==> src/rtl/conv_stream_feeder_if.sv <==
// Engine-side stream bundle: x/f sample channels out, y results in.
// master = feeder side, slave = convolution engine side.
interface conv_stream_feeder_if #(
   parameter int DW = 8,
   parameter int YW = 18
);
   logic [DW-1:0] m_data_out_x;
   logic          m_valid_x;
   logic          m_ready_x;
   logic [DW-1:0] m_data_out_f;
   logic          m_valid_f;
   logic          m_ready_f;
   logic [YW-1:0] s_data_in_y;
   logic          s_valid_y;
   logic          s_ready_y;

   modport master (
      output m_data_out_x,
      output m_valid_x,
      input  m_ready_x,
      output m_data_out_f,
      output m_valid_f,
      input  m_ready_f,
      input  s_data_in_y,
      input  s_valid_y,
      output s_ready_y
   );

   modport slave (
      input  m_data_out_x,
      input  m_valid_x,
      output m_ready_x,
      input  m_data_out_f,
      input  m_valid_f,
      output m_ready_f,
      output s_data_in_y,
      input  s_valid_y,
      input  s_ready_y
   );
endinterface

==> src/rtl/conv_stream_feeder.sv <==
// Feeds X/F vectors to a convolution engine and collects its results.
// Ports: clk, reset (async high); host load ld_*; engine channels
// via bus (master); y_rd_addr/y_rd_data readback; done pulse.
// Option CONV_FEEDER_YSUM_EN adds y_sum, a running sum of results.
module conv_stream_feeder #(
   parameter int XLEN = 8,
   parameter int FLEN = 4,
   parameter int DW   = 8,
   parameter int YW   = 18
) (
   input  logic                     clk,
   input  logic                     reset,
   input  logic                     ld_valid,
   output logic                     ld_ready,
   input  logic                     ld_sel,
   input  logic [DW-1:0]            ld_data,
   conv_stream_feeder_if.master     bus,
   input  logic [$clog2(XLEN)-1:0]  y_rd_addr,
   output logic [YW-1:0]            y_rd_data,
`ifdef CONV_FEEDER_YSUM_EN
   output logic signed [YW+2:0]     y_sum,
`endif
   output logic                     done
);

   localparam int YLEN = XLEN - FLEN + 1;
   localparam int IW   = $clog2(XLEN + 1);
   localparam int XA   = $clog2(XLEN);
   localparam int FA   = $clog2(FLEN);
   localparam int YA   = $clog2(YLEN);

   localparam logic [IW-1:0] XL  = IW'(XLEN);
   localparam logic [IW-1:0] FL  = IW'(FLEN);
   localparam logic [IW-1:0] YL  = IW'(YLEN);
   localparam logic [XA-1:0] YLA = XA'(YLEN);

   typedef enum logic [1:0] {
      LOAD,
      SEND,
      DRAIN,
      DONE
   } state_t;

   state_t        state;
   logic [IW-1:0] lx;
   logic [IW-1:0] lf;
   logic [IW-1:0] tx_x;
   logic [IW-1:0] tx_f;
   logic [IW-1:0] ry;

   logic [DW-1:0] xbuf [XLEN];
   logic [DW-1:0] fbuf [FLEN];
   logic [YW-1:0] ybuf [YLEN];

   logic ld_acc_x;
   logic ld_acc_f;
   logic tx_acc_x;
   logic tx_acc_f;
   logic y_cap;
   logic in_run;

   assign in_run = (state == SEND) ||
                   (state == DRAIN);

   assign ld_ready = (state == LOAD) &&
                     (ld_sel ? (lf < FL) : (lx < XL));

   assign ld_acc_x = ld_valid && ld_ready && !ld_sel;
   assign ld_acc_f = ld_valid && ld_ready && ld_sel;

   assign bus.m_valid_x = (state == SEND) && (tx_x < XL);
   assign bus.m_valid_f = (state == SEND) && (tx_f < FL);

   // Index past the end wraps the slice, but valid is low then.
   assign bus.m_data_out_x = xbuf[tx_x[XA-1:0]];
   assign bus.m_data_out_f = fbuf[tx_f[FA-1:0]];

   assign tx_acc_x = bus.m_valid_x && bus.m_ready_x;
   assign tx_acc_f = bus.m_valid_f && bus.m_ready_f;

   assign bus.s_ready_y = in_run && (ry < YL);
   assign y_cap = bus.s_valid_y && bus.s_ready_y;

   assign y_rd_data = (y_rd_addr < YLA) ?
                      ybuf[y_rd_addr[YA-1:0]] : '0;

   assign done = (state == DONE);

   // Sample buffers need no reset; they are always loaded first.
   always_ff @(posedge clk) begin
      if (ld_acc_x)
         xbuf[lx[XA-1:0]] <= ld_data;
      if (ld_acc_f)
         fbuf[lf[FA-1:0]] <= ld_data;
   end

   always_ff @(posedge clk or posedge reset) begin
      if (reset) begin
         state <= LOAD;
         lx    <= '0;
         lf    <= '0;
         tx_x  <= '0;
         tx_f  <= '0;
         ry    <= '0;
         ybuf  <= '{default: '0};
`ifdef CONV_FEEDER_YSUM_EN
         y_sum <= '0;
`endif
      end else begin
         if (y_cap) begin
            ybuf[ry[YA-1:0]] <= bus.s_data_in_y;
            ry <= ry + 1'b1;
`ifdef CONV_FEEDER_YSUM_EN
            y_sum <= y_sum + {{3{bus.s_data_in_y[YW-1]}},
                              bus.s_data_in_y};
`endif
         end
         unique case (state)
            LOAD: begin
               if (ld_acc_x)
                  lx <= lx + 1'b1;
               if (ld_acc_f)
                  lf <= lf + 1'b1;
               if (lx == XL && lf == FL) begin
                  state <= SEND;
                  tx_x  <= '0;
                  tx_f  <= '0;
               end
            end
            SEND: begin
               if (tx_acc_x)
                  tx_x <= tx_x + 1'b1;
               if (tx_acc_f)
                  tx_f <= tx_f + 1'b1;
               if (tx_x == XL && tx_f == FL)
                  state <= DRAIN;
            end
            DRAIN: begin
               if (ry == YL)
                  state <= DONE;
            end
            DONE: begin
               state <= LOAD;
               lx    <= '0;
               lf    <= '0;
               tx_x  <= '0;
               tx_f  <= '0;
               ry    <= '0;
`ifdef CONV_FEEDER_YSUM_EN
               y_sum <= '0;
`endif
            end
            default: state <= LOAD;
         endcase
      end
   end

endmodule

==> src/flat_wrapper.sv <==
// flat-port wrapper written by rule: the top's interface ports become plain ports
module conv_stream_feeder_flat 
#(
   parameter int XLEN = 8,
   parameter int FLEN = 4,
   parameter int DW   = 8,
   parameter int YW   = 18
)
  (clk, reset, ld_valid, ld_ready, ld_sel, ld_data, y_rd_addr, y_rd_data, done, bus_m_data_out_x, bus_m_valid_x, bus_m_ready_x, bus_m_data_out_f, bus_m_valid_f, bus_m_ready_f, bus_s_data_in_y, bus_s_valid_y, bus_s_ready_y);
  conv_stream_feeder_if #(.DW(DW), .YW(YW)) bus_i ();
  input  logic clk;
  input  logic reset;
  input  logic ld_valid;
  output logic ld_ready;
  input  logic ld_sel;
  input  logic [DW-1:0] ld_data;
  input  logic [$clog2(XLEN)-1:0] y_rd_addr;
  output logic [YW-1:0] y_rd_data;
  output logic done;
  output wire logic [$bits(bus_i.m_data_out_x)-1:0] bus_m_data_out_x;
  output wire logic [$bits(bus_i.m_valid_x)-1:0] bus_m_valid_x;
  input wire logic [$bits(bus_i.m_ready_x)-1:0] bus_m_ready_x;
  output wire logic [$bits(bus_i.m_data_out_f)-1:0] bus_m_data_out_f;
  output wire logic [$bits(bus_i.m_valid_f)-1:0] bus_m_valid_f;
  input wire logic [$bits(bus_i.m_ready_f)-1:0] bus_m_ready_f;
  input wire logic [$bits(bus_i.s_data_in_y)-1:0] bus_s_data_in_y;
  input wire logic [$bits(bus_i.s_valid_y)-1:0] bus_s_valid_y;
  output wire logic [$bits(bus_i.s_ready_y)-1:0] bus_s_ready_y;
  assign bus_m_data_out_x = bus_i.m_data_out_x;
  assign bus_m_valid_x = bus_i.m_valid_x;
  assign bus_i.m_ready_x = bus_m_ready_x;
  assign bus_m_data_out_f = bus_i.m_data_out_f;
  assign bus_m_valid_f = bus_i.m_valid_f;
  assign bus_i.m_ready_f = bus_m_ready_f;
  assign bus_i.s_data_in_y = bus_s_data_in_y;
  assign bus_i.s_valid_y = bus_s_valid_y;
  assign bus_s_ready_y = bus_i.s_ready_y;
  conv_stream_feeder #(.XLEN(XLEN), .FLEN(FLEN), .DW(DW), .YW(YW)) u_core (.clk(clk), .reset(reset), .ld_valid(ld_valid), .ld_ready(ld_ready), .ld_sel(ld_sel), .ld_data(ld_data), .bus(bus_i), .y_rd_addr(y_rd_addr), .y_rd_data(y_rd_data), .done(done));
endmodule
==> config.mk <==
export PLATFORM = sky130hd
export DESIGN_NAME = conv_stream_feeder_flat
export DESIGN_NICKNAME = d
export VERILOG_FILES = /design/src/rtl/conv_stream_feeder_if.sv /design/src/rtl/conv_stream_feeder.sv /design/src/flat_wrapper.sv
export SDC_FILE = /design/constraint.sdc
export NUM_CORES = 1
export LEC_CHECK = 0
export CORE_UTILIZATION = 33
export DETAILED_ROUTE_END_ITERATION = 8
export GPL_TIMING_DRIVEN = 0
export REMOVE_ABC_BUFFERS = 1
export SLEW_MARGIN = 0
export SYNTH_ARGS = -nofsm -noshare
export SYNTH_HDL_FRONTEND = slang
export SYNTH_SLANG_ARGS = --single-unit
export TNS_END_PERCENT = 1
==> constraint.sdc <==
create_clock -name clk -period 9.1 [get_ports clk]
set_input_delay 1.82 -clock clk [delete_from_list [all_inputs] [get_ports clk]]
set_output_delay 1.82 -clock clk [all_outputs]
set_load 0.005 [all_outputs]
## Word level (Yosys, flattened, before mapping)

Memory sizes are Yosys's and may differ from the RTL's.
Index checks and enable logic that the tools add are counted.
Widths: inputs -> output; s select.

| cells by class | value |
|---|---|
| add/sub/neg operators | 5 |
| $lt $le $gt $ge | 9 |
| eq/ne operators | 15 |
| muxes and demuxes | 27 |
| bitwise gates (word level) | 2 |
| reductions and logical operators | 24 |

Operators with widths:

| cell | number |
|---|---|
| $bwmux 90 | 1 |
| $mux 18 | 4 |
| $bmux 18 s3 | 1 |
| $demux 18 s3 | 1 |
| $mux 4 | 7 |
| $pmux 4 s3 | 2 |
| $add 4x1->4 const B | 5 |
| $pmux 4 s2 | 2 |
| $logic_and 1x1->1 | 13 |
| $eq 4x3->1 const B | 3 |
| $lt 4x3->1 const B | 3 |
| $reduce_and 3->1 | 3 |
| $eq 4x4->1 const B | 2 |
| $ge 4x4->1 const B | 2 |
| $lt 4x4->1 const B | 2 |
| $ne 2x1->1 const B | 4 |
| $not 3->4 | 2 |
| $pmux 2 s4 | 1 |
| $mux 2 | 3 |
| $ne 2x2->1 const B | 3 |
| $mux 1 | 5 |
| $eq 2x2->1 const B | 2 |
| $lt 4x1->1 const B | 1 |
| $reduce_and 2->1 | 2 |
| 7 further kinds | 8 |

| storage, ports and cells | value |
|---|---|
| register bits after elaboration | 112 |
| RAM bits | 96 |
| output and inout bits | 39 |
| logic and storage cells | 95 |
| memories kept | 2 |

Memories:

| name | depth | width | read ports | clocked after Yosys merged registers in | wr ports | RTL line | source |
|---|---|---|---|---|---|---|---|
| u_core.xbuf | 8 | 8 | 1 | 0 | 1 | conv_stream_feeder.sv:51 | `logic [DW-1:0] xbuf [XLEN];` |
| u_core.fbuf | 4 | 8 | 1 | 0 | 1 | conv_stream_feeder.sv:52 | `logic [DW-1:0] fbuf [FLEN];` |

## Logic depth before layout (Yosys ltp)

Gate-level depths: netlist (run 1).

| logic depth | value |
|---|---|
| depth in word-level cells | 7 |
| depth in mapped cells | 9 |
| depth with buffers taken out | 6 |

## Worst setup path after synthesis (run 1)

No wires, ideal clock.

| timing | value |
|---|---|
| path kind | input port to output port |
| start point | input port y_rd_addr[0] |
| end point | output port y_rd_data[10] |
| arrival time | 2.914 ns |
| required time | 7.280 ns |
| setup slack | 4.366 ns |
| stages | 6 |
| buffers on the path | 3 |
| cells stage by stage | buf_4 -> buf_4 -> nor3b_2 -> buf_4 -> nand2_1 -> o21ai_0 |

| on the way | value |
|---|---|
| cells in the longest elaborated chain, start to end | 5 |
| elaborated cells on any way between the ends | 6 |
| those cells by class | order compare (1); mux (4); bitwise (1) |

RTL lines:

| item | RTL line | source |
|---|---|---|
| start: declaration | flat_wrapper.sv:17 | `input logic [$clog2(XLEN)-1:0] y_rd_addr;` |
| $not 3->4 (not written as such) | conv_stream_feeder.sv:85 | `ybuf[y_rd_addr[YA-1:0]] : '0;` |
| $bmux 18 s3 | conv_stream_feeder.sv:85 |  |
| $mux 18 (not written as such) (2 in series) | conv_stream_feeder.sv:85 |  |
| $mux 18 * | conv_stream_feeder.sv:84 | `assign y_rd_data = (y_rd_addr < YLA) ?` |
| end: declaration | flat_wrapper.sv:18 | `output logic [YW-1:0] y_rd_data;` |

Mark *: on every way between the ends. The rest lies on a longest branch, timed or not. The select of a mux whose other input is x is not followed.

## Worst setup path after layout (run 1)

| timing | value |
|---|---|
| start point | input port y_rd_addr[1] |
| end point | output port y_rd_data[2] |

The elaborated chain is that of the path after synthesis.

==> impl_metrics.yaml, run 1 <==
status:
  outcome: "finished clean"
synthesis:
  netlist-cell-type-count: 55
  netlist_area_mm2: 0.00915
  synth_top_area_share_pct: 31.5
  yosysSeqAreaShare_pct: 62.1
  ys_warn_count: 0
  async_flop_share_pct: 53.8
  synth_area_leaders: "edfxtp_1, dfrtp_1, mux4_2, mux2_2, ha_1"
  syn_inst: 582
  yosys.area.top_type: "edfxtp_1"
  synth_seq_cells: 208
  synthFlopType: "dfrtp_1"
  syn_area_per_cell_um2: 15.7
  synth_edf_count: 96
power_and_ir_drop:
  switching_share_pct: 27.7
  p_leak_uw: 0.00422
  power_switching_uw: 855
  seqPwrFrac_pct: 43.5
  power_density_mw_per_mm2: 282
  combPwrFrac_pct: 28.2
  clock_power_share_pct: 28.3
  p_int_uw: 2230
  power_uw: 3080
  vdd_drop_max_mv: 0.154
timing:
  min_period_ns: 6.38
  skew_ns: 0.0139
  rsz0062_at_grt: "false"
  slew_viol_final: 0
  hold_viol: 0
  setup_viol: 0
  finalCritPeriodShare_pct: 70.1
  tightest_slew_ns: 1.23
  fin_ws_ns: 2.72
  relSlewSlack_pct: 17.1
  whs_ns: 0.497
  max_freq_ghz: 0.157
  fin_setup_tns_ns: 0
clock_network:
  clockBufferDepth: 3
  cts_buffers: 23
  clk_pin_slew_ns: 0.06
  cts_tree: "done"
  ctsHtreeMaxLevel: 1
  cts_hold_buf: 0
  root_buffer: "clkbuf_16"
  worst_skew_pair.late_latency_ns: 0.50
  cts_sinks: 208
  postCtsSetupBuffers: 0
  cts_resized: 0
route:
  drt_iter0_markers: 387
  vias: 5022
  wire_per_inst_um: 17.9
  viasPerCell: 4.79
  detail-route-antenna-nets: 0
  routed_wl_mm: 18.8
  firstDrtPassIters: 4
  post-route-drc-count: 0
die:
  ios: 75
  die_w_um: 169
  std_cell_rows: 60
  core-area_mm2: 0.0271
  start_util_pct: 33.8
  die_y_um: 169
  die-area_mm2: 0.0284
min_path:
  min-delay-start: "u_core.ybuf[39]"
  hp-class: "flop to flop"
global_route:
  grt_max_degree: 60
  grt_overflow: 0
  grt_pass1_vias: 5612
  grt_pass1_wl_mm: 30.8
  grt_usage_pct: 13.9
  antenna_found_initial: 0
place:
  dp_slack_ns: 2.70
  gp_congestion: 0.751
  hpwl_mm: 12.4
  portBuffers: 74
finish:
  final_layout_size_suffix_gt1_share_pct: 26.5
  final_common_cell: "dfrtp_1"
  fillers: 2478
  mostFrequentLayoutCells: "dfrtp_1, edfxtp_1, mux2_2, clkdlybuf4s50_1, nand2_1"
  areaGrowthSynthToFinish_pct: 19.7
  nets: 713
  diodes: 0
  multiInputGateArea_mm2: 0.00318
  seq_area_mm2: 0.00569
critical_path:
  cp_max_fo: 19
  crit_start: "y_rd_addr[1]"
  endpoint_kind: "primary output"
  reg2reg_from: "u_core.state[0]"
  path_class: "input port to primary output"
  cp.arrival_ns: 4.56
  cp-start-kind: "input port"
  required_ns: 7.28
run:
  cap_violations: 0
-- per-stage QoR --
| stage | instance area, µm² | cells | util [%] |
|---|---|---|---|
| 2_1_floorplan | 8990 | 558 | - |
| 3_3_place_gp | 10200 | 1004 | 37.6 |
| 3_5_place_dp | 10200 | 1006 | 37.8 |
| 4_1_cts | 11000 | 1048 | 40.4 |
| 5_1_grt | 11000 | 1048 | 40.4 |
| 6_report | 11000 | 1048 | 40.4 |
-- flip-flops by register name (all words and copies together), names as in the netlist, 4 cells and up --
name	count
u_core.ry	4
u_core.lf	4
u_core.tx_f	4
u_core.tx_x	4
u_core.xbuf	64
u_core.lx	4
u_core.ybuf	90
u_core.fbuf	32
-- power groups by stage --
stage / Combinational [µW] / Clock (µW) / Sequential [µW]
2_1_floorplan: 592 / 0 / 1310
3_3_place_gp: 849 / 0 / 1340
3_5_place_dp: 879 / 0 / 1360
4_1_cts: 885 / 899 / 1350
5_1_grt: 958 / 936 / 1370
6_report: 869 / 873 / 1340
-- worst max-delay path, stage by stage --
cell	delay [ns]
clkdlybuf4s50_1	1.03
nor3b_4	0.73
buf_8	0.22
nand2_1	0.06
o21ai_0	0.11
clkdlybuf4s50_1	0.57
-- path summary, 6_finish.rpt --
kind	slack, ns	to	cells past startpoint
hold reg to reg	0.50	u_core.ybuf[39]	1
max in group asynchronous	6.58	u_core.ybuf[28]	3
hold / removal	0.50	u_core.ybuf[39]	1
min in group asynchronous	1.79	u_core.ybuf[11]	2
setup reg to reg	6.43	u_core.ybuf[0]	6
setup / recovery	2.72	y_rd_data[2]	6
-- cell usage after synthesis, types with 4 or more instances --
master      n
dfrtp_1   112
edfxtp_1   96
mux2_2     80
nand2_1    53
mux4_2     42
inv_1      35
o21ai_0    24
ha_1       18
nor2_1     18
mux2_4     10
buf_2       9
and2_1      6
clkbuf_1    6
nand2b_1    5
nand3_1     5
nor2b_1     5
buf_4       4
nor3_1      4
-- cells by family (layout without fill, tap and decap cells) --
logic type      count (synthesis)  in the layout  share of synthesized area [%]
compound gates                 41             41                           2.91
xor+xnor                        2              2                          0.192
fa+ha+maj                      18             18                           2.46
buf+inv                        60            154                           3.17
flops                         208            208                           62.1
mux                           137            137                           22.4
simple gates                  116            116                           6.71
-- routing by layer --
layer	part of all wire [%]	global-route usage, %	vias up	wire (µm)
met4	2.2	3.52	0	423
met5	0	0	-	0
met3	4.7	2.78	31	881
met1	43	17.3	2577	8060
met2	50	24.6	111	9440
li1	-	-	2303	-
-- area by class of cell --
| type | instances | share of cell area [%] |
|---|---|---|
| well taps | 372 | 4.25 |
| multi-input cells | 314 | 29.0 |
| inverters | 36 | 1.26 |
| flip-flops and latches | 208 | 51.9 |
| clock buffers | 35 | 5.85 |
| repair buffers | 76 | 7.10 |
| clock inverters | 7 | 0.617 |
Power figures use the tool's default switching activity.
==> inputs of run 2 (changes only) <==
==> constraint.sdc (replaced) <==
create_clock -name clk -period 5.55 [get_ports clk]
set_input_delay 1.11 -clock clk [delete_from_list [all_inputs] [get_ports clk]]
set_output_delay 1.11 -clock clk [all_outputs]
set_load 0.005 [all_outputs]
==> results of run 2 <==
Same layout as run 1 (identical final DEF). Status: finished clean.
Among the figures that moved: setup slack after placement 2.70 ns -> 0.568 ns; setup slack after layout 2.72 ns -> 0.592 ns; register-to-register setup slack 6.43 ns -> 2.88 ns; total power 3080 µW -> 5060 µW; worst IR drop on VDD 0.154 mV -> 0.252 mV
==> patch (settings of run 2) <==
Re-encode `state_t` (4 states) as Gray code, 2 bits wide.
--- a/src/rtl/conv_stream_feeder.sv
+++ b/src/rtl/conv_stream_feeder.sv
@@ -35,10 +35,10 @@
    localparam logic [XA-1:0] YLA = XA'(YLEN);
 
    typedef enum logic [1:0] {
-      LOAD,
-      SEND,
-      DRAIN,
-      DONE
+      LOAD  = 2'b00,
+      SEND  = 2'b01,
+      DRAIN = 2'b11,
+      DONE  = 2'b10
    } state_t;
 
    state_t        state;
Function: no difference found for any inputs over 10 cycles, from zero or initial values and one cycle with reset high; not proved beyond that.
==> patch against run 2 <==
Critical path depth unchanged; cell count decreased by 5.0%; sequential share of layout area increased by 0.054 points; die area decreased by 1.4%; first-iteration DRC count decreased by 21%; hold slack improved by 0.0056 ns; register-to-register slack improved by 0.11 ns; sequential cell count unchanged; area after synthesis decreased by 1.5%; power decreased by 10%; worst setup slack improved by 0.072 ns; count of clock-buffer cells in the layout decreased by 6; cell area decreased by 0.10%; wire length increased by 7.2%; critical path type unchanged; largest cell class unchanged; largest power group unchanged.
==> patch: results (changes against run 2) <==
* Register area share after synthesis at 63.07% (+0.92 points)
* Met2 Usage GRT at 25.72% (+1.2 points)
* Sw Ratio at 26.94% (-0.79 points)
* Register-to-Register Path Depth at 3 (-3)
* GRT Total Usage at 14.89% (+1.0 points)
* Cell Area, Placed at 10180 sq um (-0.62%)
* Post-synth top cells: 112 x dfrtp_1, 98 x mux2_2, 96 x edfxtp_1
* Hpwl dp at 13150 um (+5.8%)
* Static leakage at 4.365 nW (+3.5%)
* DRT iter0 DRCs at 306 (-21%)
* Sequential power at 2.04 mW (-7%)
* Post-synthesis mux area share at 22.96% (+0.55 points)
* Crit-path max cell delay at 1.08 ns (+0.05 ns)
* M1 wire length at 8311 um (+3.1%)
* R2R Path End: u_core.xbuf[4][3]
* Finished Layout Cells at 996 (-5.0%)
* Minimum hold slack at 0.5026 ns (+0.005608 ns)
* Clock buffer count from CTS at 22 (-4.3%)
* Logic pwr share at 21.2% (-7.0 points)
* WP data arrival at 3.78 ns (-0.07 ns)
* GR Layer Usage met1 at 18.61% (+1.3 points)
* Vias in the first global route at 5704 (+1.6%)
* Max VDD drop at 240.5 uV (-4.6%)
* DR WL met2 at 10190 um (+7.9%)
* Post-synthesis xor/xnor area fraction at 0% (-0.19 points)
* Layout Nets at 688 (-3.5%)
* Status: finished clean
* Drt wl/cell at 20.25 um (+13%)
* Synth Area in Compound Gates at 3.359% (+0.45 points)
* Largest net degree at the start of global routing at 75 (+25%)
* Synth area leaders: edfxtp_1 32%, dfrtp_1 31%, mux2_2 12%
* R2R setup slack at 2.99 ns (+0.11 ns)
* Synth cell types at 50 (-9.1%)
* WHS Endpoint: u_core.ybuf[23]
* DR WL met3 at 1144 um (+30%)
* Layout cell share with drive strength beyond 1 at 30.53% (+4.1 points)
* Adder-cell area share of the yosys netlist at 1.804% (-0.66 points)
* Reg power frac at 44.9% (+1.4 points)
[patch: worst max path at each step]
stage                            start       endpoint  depth (start not counted)
after floorplan                  reset   u_core.lf[0]                          1
after global placement    y_rd_addr[0]   y_rd_data[7]                          5
after detailed placement  y_rd_addr[1]   y_rd_data[2]                          6
after CTS                 y_rd_addr[1]   y_rd_data[2]                          6
after global routing      y_rd_addr[1]   y_rd_data[2]                          6
final                     y_rd_addr[1]  y_rd_data[17]                          6
[patch: layout make-up]
type / count / area [sq um] / area share, %
clock buffers: 29 / 628.1 / 5.740
clock inverters: 11 / 132.6 / 1.212
inverters: 33 / 126.4 / 1.155
multi-input cells: 294 / 3104 / 28.37
flip-flops and latches: 208 / 5685 / 51.96
well taps: 341 / 426.7 / 3.899
repair buffers: 80 / 839.6 / 7.672
[patch: cells by family (layout without fill, tap and decap cells)]
family | after synthesis | count (layout)
compound gates | 50 | 50
fa+ha+maj | 13 | 13
buf+inv | 55 | 153
flops | 208 | 208
mux | 142 | 142
simple gates | 89 | 89
